<file path="config.mk">
export PLATFORM = sky130hd
export DESIGN_NAME = packer_bs_writer_ctrl_flat
export DESIGN_NICKNAME = d
export VERILOG_FILES = /design/src/rtl/packer_bs_writer_ctrl_if.sv /design/src/rtl/packer_bs_writer_ctrl.sv /design/src/flat_wrapper.sv
export SDC_FILE = /design/constraint.sdc
export NUM_CORES = 1
export LEC_CHECK = 0
export CAP_MARGIN = 20
export CORE_AREA = 5 5 94 161
export CTS_CLUSTER_DIAMETER = 50
export CTS_CLUSTER_SIZE = 28
export DETAILED_ROUTE_END_ITERATION = 6
export DIE_AREA = 0 0 99 166
export GPL_TIMING_DRIVEN = 1
export PLACE_DENSITY = 0.83
export SETUP_SLACK_MARGIN = 0.02
export SKIP_CTS_REPAIR_TIMING = 1
export SYNTH_ARGS = -nofsm -noshare
export SYNTH_HDL_FRONTEND = slang
export SYNTH_SLANG_ARGS = --single-unit
</file>
<file path="constraint.sdc">
create_clock -name clk -period 6 [get_ports clk]
set_clock_uncertainty 0.2 [all_clocks]
set_input_delay 0.9 -clock clk [delete_from_list [all_inputs] [get_ports clk]]
set_output_delay 0.9 -clock clk [all_outputs]
set_load 0.05 [all_outputs]
</file>
<file path="src/rtl/packer_bs_writer_ctrl_if.sv">
// packer_bs_writer_ctrl_if: groups the packer-stage handshake, the packer
// output FIFO read port and the bitstream buffer write port.
// master = the writer controller, slave = packer stage / FIFO / buffer side.
interface packer_bs_writer_ctrl_if #(
    parameter int ADDR_W = 32
);
    logic              packer_stage_start;
    logic              packer_stage_finish;
    logic [31:0]       fifo_data;
    logic              fifo_empty;
    logic              fifo_full;
    logic              fifo_pop;
    logic              wr_req;
    logic [ADDR_W-1:0] wr_addr;
    logic [31:0]       wr_data;
    logic              wr_ack;

    modport master (
        output packer_stage_start,
        input  packer_stage_finish,
        input  fifo_data,
        input  fifo_empty,
        input  fifo_full,
        output fifo_pop,
        output wr_req,
        output wr_addr,
        output wr_data,
        input  wr_ack
    );

    modport slave (
        input  packer_stage_start,
        output packer_stage_finish,
        output fifo_data,
        output fifo_empty,
        output fifo_full,
        input  fifo_pop,
        input  wr_req,
        input  wr_addr,
        input  wr_data,
        output wr_ack
    );
endinterface

</file>
<file path="src/rtl/packer_bs_writer_ctrl.sv">
// packer_bs_writer_ctrl: frame scheduler for the packer stage. Issues one
// packer_stage_start per macroblock and waits for packer_stage_finish, while a
// drain engine moves packer FIFO words into the bitstream buffer over req/ack.
// Enforces FIFO backpressure, a buffer-size limit (excess words are discarded
// and err_overflow is set), a final flush, and reports the written word count.
// Optional macro BS_BYTESWAP_EN: each captured word is byte-reversed before it
// is written (big-endian byte stream); undefined, words pass unchanged.
module packer_bs_writer_ctrl #(
    parameter int ADDR_W   = 32,
    parameter int MB_CNT_W = 16,
    parameter int WCNT_W   = 20
) (
    input  logic                    clk,
    input  logic                    rst,
    input  logic                    start,
    input  logic [ADDR_W-1:0]       cfg_base_addr,
    input  logic [MB_CNT_W-1:0]     cfg_mb_total,
    input  logic [WCNT_W-1:0]       cfg_buf_words,
    packer_bs_writer_ctrl_if.master bus,
    output logic                    busy,
    output logic                    done,
    output logic [WCNT_W-1:0]       word_cnt,
    output logic                    err_overflow
);

    typedef enum logic [2:0] {IDLE, MB_START, MB_WAIT, FLUSH, DONE} state_t;
    typedef enum logic {D_IDLE, D_REQ} dstate_t;

    state_t                state_q, state_d;
    dstate_t               dstate_q, dstate_d;
    logic                  busy_q, busy_d;
    logic                  pss_q, pss_d;
    logic [MB_CNT_W-1:0]   mb_total_q, mb_total_d;
    logic [MB_CNT_W-1:0]   mb_idx_q, mb_idx_d;
    logic [WCNT_W-1:0]     buf_words_q, buf_words_d;
    logic [WCNT_W-1:0]     word_cnt_q, word_cnt_d;
    logic                  err_q, err_d;
    logic [ADDR_W-1:0]     addr_q, addr_d;
    logic [31:0]           wdata_q, wdata_d;

    logic                  start_accept;
    logic                  drain_take;
    logic [MB_CNT_W-1:0]   mb_idx_inc;

    // Byte order of the word as it goes out to the buffer.
    function automatic logic [31:0] order_word(input logic [31:0] w);
`ifdef BS_BYTESWAP_EN
        return {w[7:0], w[15:8], w[23:16], w[31:24]};
`else
        return w;
`endif
    endfunction

    assign mb_idx_inc = mb_idx_q + MB_CNT_W'(1);
    // Drain pops whenever the frame is live, the engine is free and a word waits.
    assign drain_take = busy_q && (dstate_q == D_IDLE) && !bus.fifo_empty;

    // State register: every flop cleared by the synchronous reset.
    always_ff @(posedge clk) begin
        if (rst) begin
            state_q     <= IDLE;
            dstate_q    <= D_IDLE;
            busy_q      <= 1'b0;
            pss_q       <= 1'b0;
            mb_total_q  <= '0;
            mb_idx_q    <= '0;
            buf_words_q <= '0;
            word_cnt_q  <= '0;
            err_q       <= 1'b0;
            addr_q      <= '0;
            wdata_q     <= '0;
        end else begin
            state_q     <= state_d;
            dstate_q    <= dstate_d;
            busy_q      <= busy_d;
            pss_q       <= pss_d;
            mb_total_q  <= mb_total_d;
            mb_idx_q    <= mb_idx_d;
            buf_words_q <= buf_words_d;
            word_cnt_q  <= word_cnt_d;
            err_q       <= err_d;
            addr_q      <= addr_d;
            wdata_q     <= wdata_d;
        end
    end

    // Main scheduler next state: frame start, per-MB start/finish, flush, done.
    always_comb begin
        state_d      = state_q;
        busy_d       = busy_q;
        pss_d        = 1'b0;
        mb_total_d   = mb_total_q;
        mb_idx_d     = mb_idx_q;
        buf_words_d  = buf_words_q;
        start_accept = 1'b0;
        case (state_q)
            IDLE: begin
                if (start) begin
                    start_accept = 1'b1;
                    busy_d       = 1'b1;
                    mb_total_d   = cfg_mb_total;
                    buf_words_d  = cfg_buf_words;
                    mb_idx_d     = '0;
                    state_d      = (cfg_mb_total == '0) ? FLUSH : MB_START;
                end
            end
            MB_START: begin
                // Hold off the next macroblock while the FIFO is full.
                if (!bus.fifo_full) begin
                    pss_d   = 1'b1;
                    state_d = MB_WAIT;
                end
            end
            MB_WAIT: begin
                if (bus.packer_stage_finish) begin
                    mb_idx_d = mb_idx_inc;
                    state_d  = (mb_idx_inc == mb_total_q) ? FLUSH : MB_START;
                end
            end
            FLUSH: begin
                if (bus.fifo_empty && (dstate_q == D_IDLE)) begin
                    state_d = DONE;
                end
            end
            DONE: begin
                busy_d  = 1'b0;
                state_d = IDLE;
            end
            default: state_d = IDLE;
        endcase
    end

    // Drain engine next state: pop/capture, buffer-limit check, write handshake.
    always_comb begin
        dstate_d   = dstate_q;
        word_cnt_d = word_cnt_q;
        err_d      = err_q;
        addr_d     = addr_q;
        wdata_d    = wdata_q;
        if (start_accept) begin
            word_cnt_d = '0;
            err_d      = 1'b0;
            addr_d     = cfg_base_addr;
        end else begin
            case (dstate_q)
                D_IDLE: begin
                    if (drain_take) begin
                        wdata_d = order_word(bus.fifo_data);
                        // Past the buffer limit the word is dropped but the FIFO
                        // keeps draining so the packer never stalls forever.
                        if (word_cnt_q < buf_words_q) begin
                            dstate_d = D_REQ;
                        end else begin
                            err_d = 1'b1;
                        end
                    end
                end
                D_REQ: begin
                    if (bus.wr_ack) begin
                        addr_d     = addr_q + ADDR_W'(4);
                        word_cnt_d = word_cnt_q + WCNT_W'(1);
                        dstate_d   = D_IDLE;
                    end
                end
                default: dstate_d = D_IDLE;
            endcase
        end
    end

    // Outputs decoded from registered state.
    always_comb begin
        bus.packer_stage_start = pss_q;
        bus.fifo_pop           = drain_take;
        bus.wr_req             = (dstate_q == D_REQ);
        bus.wr_addr            = addr_q;
        bus.wr_data            = wdata_q;
        busy                   = busy_q;
        done                   = (state_q == DONE);
        word_cnt               = word_cnt_q;
        err_overflow           = err_q;
    end

endmodule

</file>
<file path="src/flat_wrapper.sv">
// flat-port wrapper written by rule: the top's interface ports become plain ports
module packer_bs_writer_ctrl_flat 
#(
    parameter int ADDR_W   = 32,
    parameter int MB_CNT_W = 16,
    parameter int WCNT_W   = 20
)
  (clk, rst, start, cfg_base_addr, cfg_mb_total, cfg_buf_words, busy, done, word_cnt, err_overflow, bus_packer_stage_start, bus_packer_stage_finish, bus_fifo_data, bus_fifo_empty, bus_fifo_full, bus_fifo_pop, bus_wr_req, bus_wr_addr, bus_wr_data, bus_wr_ack);
  packer_bs_writer_ctrl_if #(.ADDR_W(ADDR_W)) bus_i ();
  input  logic clk;
  input  logic rst;
  input  logic start;
  input  logic [ADDR_W-1:0] cfg_base_addr;
  input  logic [MB_CNT_W-1:0] cfg_mb_total;
  input  logic [WCNT_W-1:0] cfg_buf_words;
  output logic busy;
  output logic done;
  output logic [WCNT_W-1:0] word_cnt;
  output logic err_overflow;
  output wire logic [$bits(bus_i.packer_stage_start)-1:0] bus_packer_stage_start;
  input wire logic [$bits(bus_i.packer_stage_finish)-1:0] bus_packer_stage_finish;
  input wire logic [$bits(bus_i.fifo_data)-1:0] bus_fifo_data;
  input wire logic [$bits(bus_i.fifo_empty)-1:0] bus_fifo_empty;
  input wire logic [$bits(bus_i.fifo_full)-1:0] bus_fifo_full;
  output wire logic [$bits(bus_i.fifo_pop)-1:0] bus_fifo_pop;
  output wire logic [$bits(bus_i.wr_req)-1:0] bus_wr_req;
  output wire logic [$bits(bus_i.wr_addr)-1:0] bus_wr_addr;
  output wire logic [$bits(bus_i.wr_data)-1:0] bus_wr_data;
  input wire logic [$bits(bus_i.wr_ack)-1:0] bus_wr_ack;
  assign bus_packer_stage_start = bus_i.packer_stage_start;
  assign bus_i.packer_stage_finish = bus_packer_stage_finish;
  assign bus_i.fifo_data = bus_fifo_data;
  assign bus_i.fifo_empty = bus_fifo_empty;
  assign bus_i.fifo_full = bus_fifo_full;
  assign bus_fifo_pop = bus_i.fifo_pop;
  assign bus_wr_req = bus_i.wr_req;
  assign bus_wr_addr = bus_i.wr_addr;
  assign bus_wr_data = bus_i.wr_data;
  assign bus_i.wr_ack = bus_wr_ack;
  packer_bs_writer_ctrl #(.ADDR_W(ADDR_W), .MB_CNT_W(MB_CNT_W), .WCNT_W(WCNT_W)) u_core (.clk(clk), .rst(rst), .start(start), .cfg_base_addr(cfg_base_addr), .cfg_mb_total(cfg_mb_total), .cfg_buf_words(cfg_buf_words), .bus(bus_i), .busy(busy), .done(done), .word_cnt(word_cnt), .err_overflow(err_overflow));
endmodule
</file>
# Word-level counts from Yosys, hierarchy flattened

Cells that the tools add are included.

Add/subtract/negate cells: 3
Order comparisons: 1
Equality and inequality tests: 9
Mux-type cells: 22
Bitwise logic cells: 4
Reductions and logical operators: 20

Operators with widths:

| kind                                                             | number |
|---|---|
| 32-bit 2-to-1 mux                                                | 3 |
| 32-bit by 3-bit adder with 32-bit output (second input constant) | 1 |
| 16-bit 2-to-1 mux                                                | 2 |
| 16-bit one-hot mux with 2 select lines                           | 1 |
| 20-bit by 1-bit adder with 20-bit output (second input constant) | 1 |
| 20-bit less-than comparator                                      | 1 |
| 16-bit by 1-bit adder with 16-bit output (second input constant) | 1 |
| 16-bit == test                                                   | 1 |
| 16-bit zero test                                                 | 1 |
| 3-bit 2-to-1 mux                                                 | 4 |
| 3-bit one-hot mux with 4 select lines                            | 1 |
| 3-bit AND reduction                                              | 3 |
| 2-bit AND reduction                                              | 4 |
| 2-bit nonzero test                                               | 4 |
| 1-bit 2-to-1 mux                                                 | 7 |
| 3-bit by 2-bit == test with 1-bit output (second input constant) | 2 |
| 2-bit != test (second input constant)                            | 3 |
| 2-bit 2-to-1 mux                                                 | 2 |
| 1-bit inverter                                                   | 4 |
| 1-bit one-hot mux with 2 select lines                            | 2 |
| 4-bit AND reduction                                              | 1 |
| 2-bit OR reduction                                               | 2 |
| 3-bit by 1-bit == test with 1-bit output (second input constant) | 1 |
| 3-bit == test (second input constant)                            | 1 |
| 4 further kinds                                                  | 6 |

Register bits after elaboration: 143
Input bits: 107
Logic and storage cells: 70

# Logic depth before layout (Yosys ltp)

Word-level depth: 5
Gate-level depth with buffers: 8

# Worst setup path after synthesis

OpenSTA, ideal clock, no wires.

Path type: input -> register
Start point: input bus_fifo_empty
End point: register u_core.wdata_q[0], in the netlist u_core.bus.wr_data[0]
Library setup time: 0.070 ns
Data arrival time: 3.062 ns
Required time: 5.730 ns
Path slack: 2.668 ns
Stages on the path: 6
Path through: nor3b_1 and2_1 clkbuf_1 clkbuf_1 nand2_1 a21oi_1

Longest elaborated chain between the ends: 3

Ends and longest elaborated chain:

| item                                 | RTL line                    | source |
|---|---|---|
| start: declaration                   | flat_wrapper.sv:23          | `input wire logic [$bits(bus_i.fifo_empty)-1:0] bus_fifo_empty;` |
| 1-bit zero test                      | packer_bs_writer_ctrl.sv:56 | `assign drain_take = busy_q && (dstate_q == D_IDLE) && !bus.fifo_empty;` |
| 1-bit logical AND                    | packer_bs_writer_ctrl.sv:56 |  |
| 3-bit AND reduction (no source line) | n/a                         |  |
| end signal: assignment               | packer_bs_writer_ctrl.sv:83 | `wdata_q <= wdata_d;` |
| end: declaration                     | packer_bs_writer_ctrl.sv:39 | `logic [31:0] wdata_q, wdata_d;` |

No other way between the ends.
A chain may end at the register's enable or synchronous reset.

# Worst setup path after layout

Start point: input bus_fifo_empty
End point: output bus_fifo_pop

Longest elaborated chain between the ends: 2

Ends and longest elaborated chain:

| item              | RTL line                    | source |
|---|---|---|
| 1-bit zero test   | packer_bs_writer_ctrl.sv:56 |  |
| 1-bit logical AND | packer_bs_writer_ctrl.sv:56 |  |
| end: declaration  | flat_wrapper.sv:25          | `output wire logic [$bits(bus_i.fifo_pop)-1:0] bus_fifo_pop;` |

No other way between the ends.

==> run_results.csv <==
group,metric,value,unit
detailed_routing,wire_per_inst,16.0,um
layout,fillers,1121,
logic_synthesis,ys_seq_elements,143,
layout,area_growth,37.5,%
timing,rsz0062_at_grt,"no",
layout,drive_above_1_share,4.38,%
detailed_routing,firstDrtPassIters,7,
logic_synthesis,syn_area,0.00693,sq mm
setup_path,crit_buf_inv,2,
timing,period_needed,3.77,ns
global_route,grt_pass1_wl,32500,um
logic_synthesis,synthArstFlopShare,0,%
detailed_routing,ant_nets,0,
detailed_routing,num_vias,6882,
logic_synthesis,syn_inst,892,
logic_synthesis,synth_fp_nets,1021,
timing,min_period_over_period,62.8,%
placement,dp_cells,1216,
placement,dp_hpwl,14600,um
layout,n_antenna_cell,0,
timing,worst_slack,2.23,ns
placement,numPortBuffers,196,
min_path,hold_path_class,"flop to flop",
placement,dp_slack,2.25,ns
run,cap_violations,0,
power_and_ir_drop,p_leak,0.00342,uW
detailed_routing,drc_errors,0,
timing,setup_viol,0,
floorplan,rows,57,
layout,finalInstanceArea,0.00953,sq mm
layout,seqCellArea,0.00286,sq mm
global_route,antenna_found_initial,0,
logic_synthesis,yosys.area_share.simple,26.9,%
power_and_ir_drop,vdd_drop_max,0.000232,V
timing,tns,0,ns
logic_synthesis,synth_edf_count,0,
floorplan,initial_utilization,50.4,%
clock_network,worstSkewPairLatency,0.42,ns
floorplan,dieHeight,166,um
logic_synthesis,synth_top_area_share,41.3,%
logic_synthesis,ys.warnings.count,0,
clock_network,cts_inserted_buffers,17,
setup_path,crit_chain,"clkdlybuf4s50_1 -> nor3b_1 -> clkdlybuf4s50_1",
setup_path,worst_ep_required_time,4.90,ns
layout,final_cells,1249,
timing,maxSlewViolCount,0,
floorplan,core,0.0138,sq mm
timing,max_slew_margin,34.0,%
placement,place_area,0.00895,sq mm
clock_network,clk_path_buf_depth,2,
detailed_routing,drt-total-wl,20000,um
logic_synthesis,syn-mean-instance-area,7.77,sq um
global_route,grt_util_all_layers,24.0,%
setup_path,arrival,2.67,ns
setup_path,crit_path_frequent_cell,"clkdlybuf4s50_1",
clock_network,cts_tree,"done",
setup_path,cpPeakStageDelay,0.90,ns
layout,multi_input_area,0.00376,sq mm
setup_path,cp-start-kind,"input port",
clock_network,cts-root-buf,"clkbuf_16",
floorplan,io_pins,197,
setup_path,crit_fanout,4,
power_and_ir_drop,p_per_area,261,mW/mm^2
clock_network,cts_max_level,4,
logic_synthesis,synth-compound-area-share,16.1,%
layout,fin_util,69.2,%
logic_synthesis,synthDistinctLibCells,54,
detailed_routing,via_per_inst,5.51,
logic_synthesis,synth_top_family_by_area,"simple AND/OR/NAND/NOR gates",
floorplan,die_w,99,um
clock_network,numClockSinks,143,
logic_synthesis,synth.area.top_cells,"dfxtp_1 41%, nand2_1 11%, a21oi_1 7.3%, nor2_1 4.2%, ha_1 4.0%",
logic_synthesis,yosys.area.top_type,"dfxtp_1",
timing,worst_slew_pin_slew,0.990,ns
outcome,status,"complete, no violations",
timing,fmax,265,MHz
logic_synthesis,ys.flop_type,"dfxtp_1",
setup_path,end_kind,"output port",
floorplan,die-area,0.0164,sq mm
global_route,grt_pass1_vias,6842,
placement,place.gp.congestion,0.889,
logic_synthesis,ys_seq_area_share,41.3,%
clock_network,clk_pin_slew,0.07,ns
global_route,grt_max_degree,72,
setup_path,path_class,"input port to output port",
logic_synthesis,synth_xor_area_share,6.70,%
logic_synthesis,synth_mux_area_share,0.451,%
layout,layout.nets,1188,
global_route,globalRouteOverflowTotal,0,
detailed_routing,drtIter0Drc,314,
setup_path,cpLargestDelayFamily,"buffers and inverters",
timing,hold_violations,0,
setup_path,critPathSlowestCell,"clkdlybuf4s50_1",
logic_synthesis,synth_fa_ha_area_share,3.97,%
## Yosys cell counts, drive strengths merged (2+ instances only)
| cell | n |
|---|---|
| nor2b | 2 |
| a21o | 10 |
| a211oi | 25 |
| buf | 11 |
| nor3 | 18 |
| xor2 | 28 |
| nand4b | 4 |
| a31oi | 5 |
| nor4b | 3 |
| nand2 | 194 |
| nor2 | 78 |
| nand4 | 21 |
| nor4 | 15 |
| a21oi | 101 |
| inv | 29 |
| and2 | 4 |
| and3 | 12 |
| nor3b | 5 |
| nand3b | 2 |
| ha | 22 |
| o21ai | 24 |
| and4 | 2 |
| a311oi | 7 |
| a22oi | 2 |
| a2111oi | 2 |
| xnor2 | 25 |
| dfxtp | 143 |
| mux2i | 2 |
| a211o | 2 |
| nand2b | 7 |
| o22ai | 2 |
| nand3 | 26 |
| or3 | 6 |
| clkbuf | 41 |
| a32oi | 3 |
## per-stage QoR
step                hold WS, ns  total power (uW)
floorplan                 0.236              1320
global placement          0.240              1500
detailed placement        0.247              1510
CTS                       0.255              2500
global route              0.272              2590
finish                    0.254              2490
## cell type report
cell class	count	share of cell area, %
inverters	29	1.14
clock buffers	18	4.50
multi-input cells	668	39.4
well taps	177	2.32
clock inverters	14	1.27
repair buffers	200	21.3
flip-flops and latches	143	30.0
## tightest hold or removal path: cells and delay by family (launching register included)
family          cells  cell delay [ns]
compound gates      1             0.05
simple gates        1             0.05
flops               1             0.31
## placed cells by master (no fill, tap or decap), types with 22 or more instances in the layout
cell type        netlist  routed
a211oi_1              25      25
ha_1                  22      22
a21oi_1              101     101
xor2_1                28      28
nand3_1               25      25
dfxtp_1              143     143
nand2_1              194     193
inv_1                 29      29
o21ai_0               24      24
clkdlybuf4s50_1        0     195
nor2_1                77      77
xnor2_1               25      25
## registers in the layout, summed over array words and instances, names as in the netlist, 3 cells and up
| signal | flops |
|---|---|
| u_core.mb_total_q | 16 |
| u_core.bus.wr_data | 32 |
| u_core.state_q | 3 |
| u_core.mb_idx_q | 16 |
| u_core.bus.wr_addr | 32 |
| u_core.word_cnt | 20 |
| u_core.buf_words_q | 20 |
## per-layer routing
layer,global-route usage [%],wire length [um]
met5,0,0
met4,10.5,658
met3,6.52,1380
met2,43.4,10600
met1,25.6,7370
## final timing paths
| kind | from | endpoint | slack (ns) | depth (start not counted) |
|---|---|---|---|---|
| setup / recovery | bus_fifo_empty | bus_fifo_pop | 2.23 | 3 |
| hold / removal | u_core.bus.wr_data[19]$_SDFFE_PP0P_ | u_core.bus.wr_data[19]$_SDFFE_PP0P_ | 0.25 | 2 |
| setup reg to reg | u_core.state_q[1]$_SDFFE_PP0P_ | u_core.bus.wr_addr[28]$_SDFFE_PP0P_ | 3.12 | 7 |
| hold reg to reg | u_core.bus.wr_data[19]$_SDFFE_PP0P_ | u_core.bus.wr_data[19]$_SDFFE_PP0P_ | 0.25 | 2 |
## kinds of logic after synthesis
logic type               count (synthesis)
AO/OA/AOI/OAI                          188
flip-flops                             143
AND/OR/NAND/NOR                        402
XOR/XNOR                                53
buffers and inverters                   81
multiplexers                             3
adder cells (fa/ha/maj)                 22
## report_power, final
group	switching, uW	internal, uW
Clock	449	544
Combinational	267	181
Sequential	46.1	999
No activity file was read; power rests on OpenSTA's default activity.
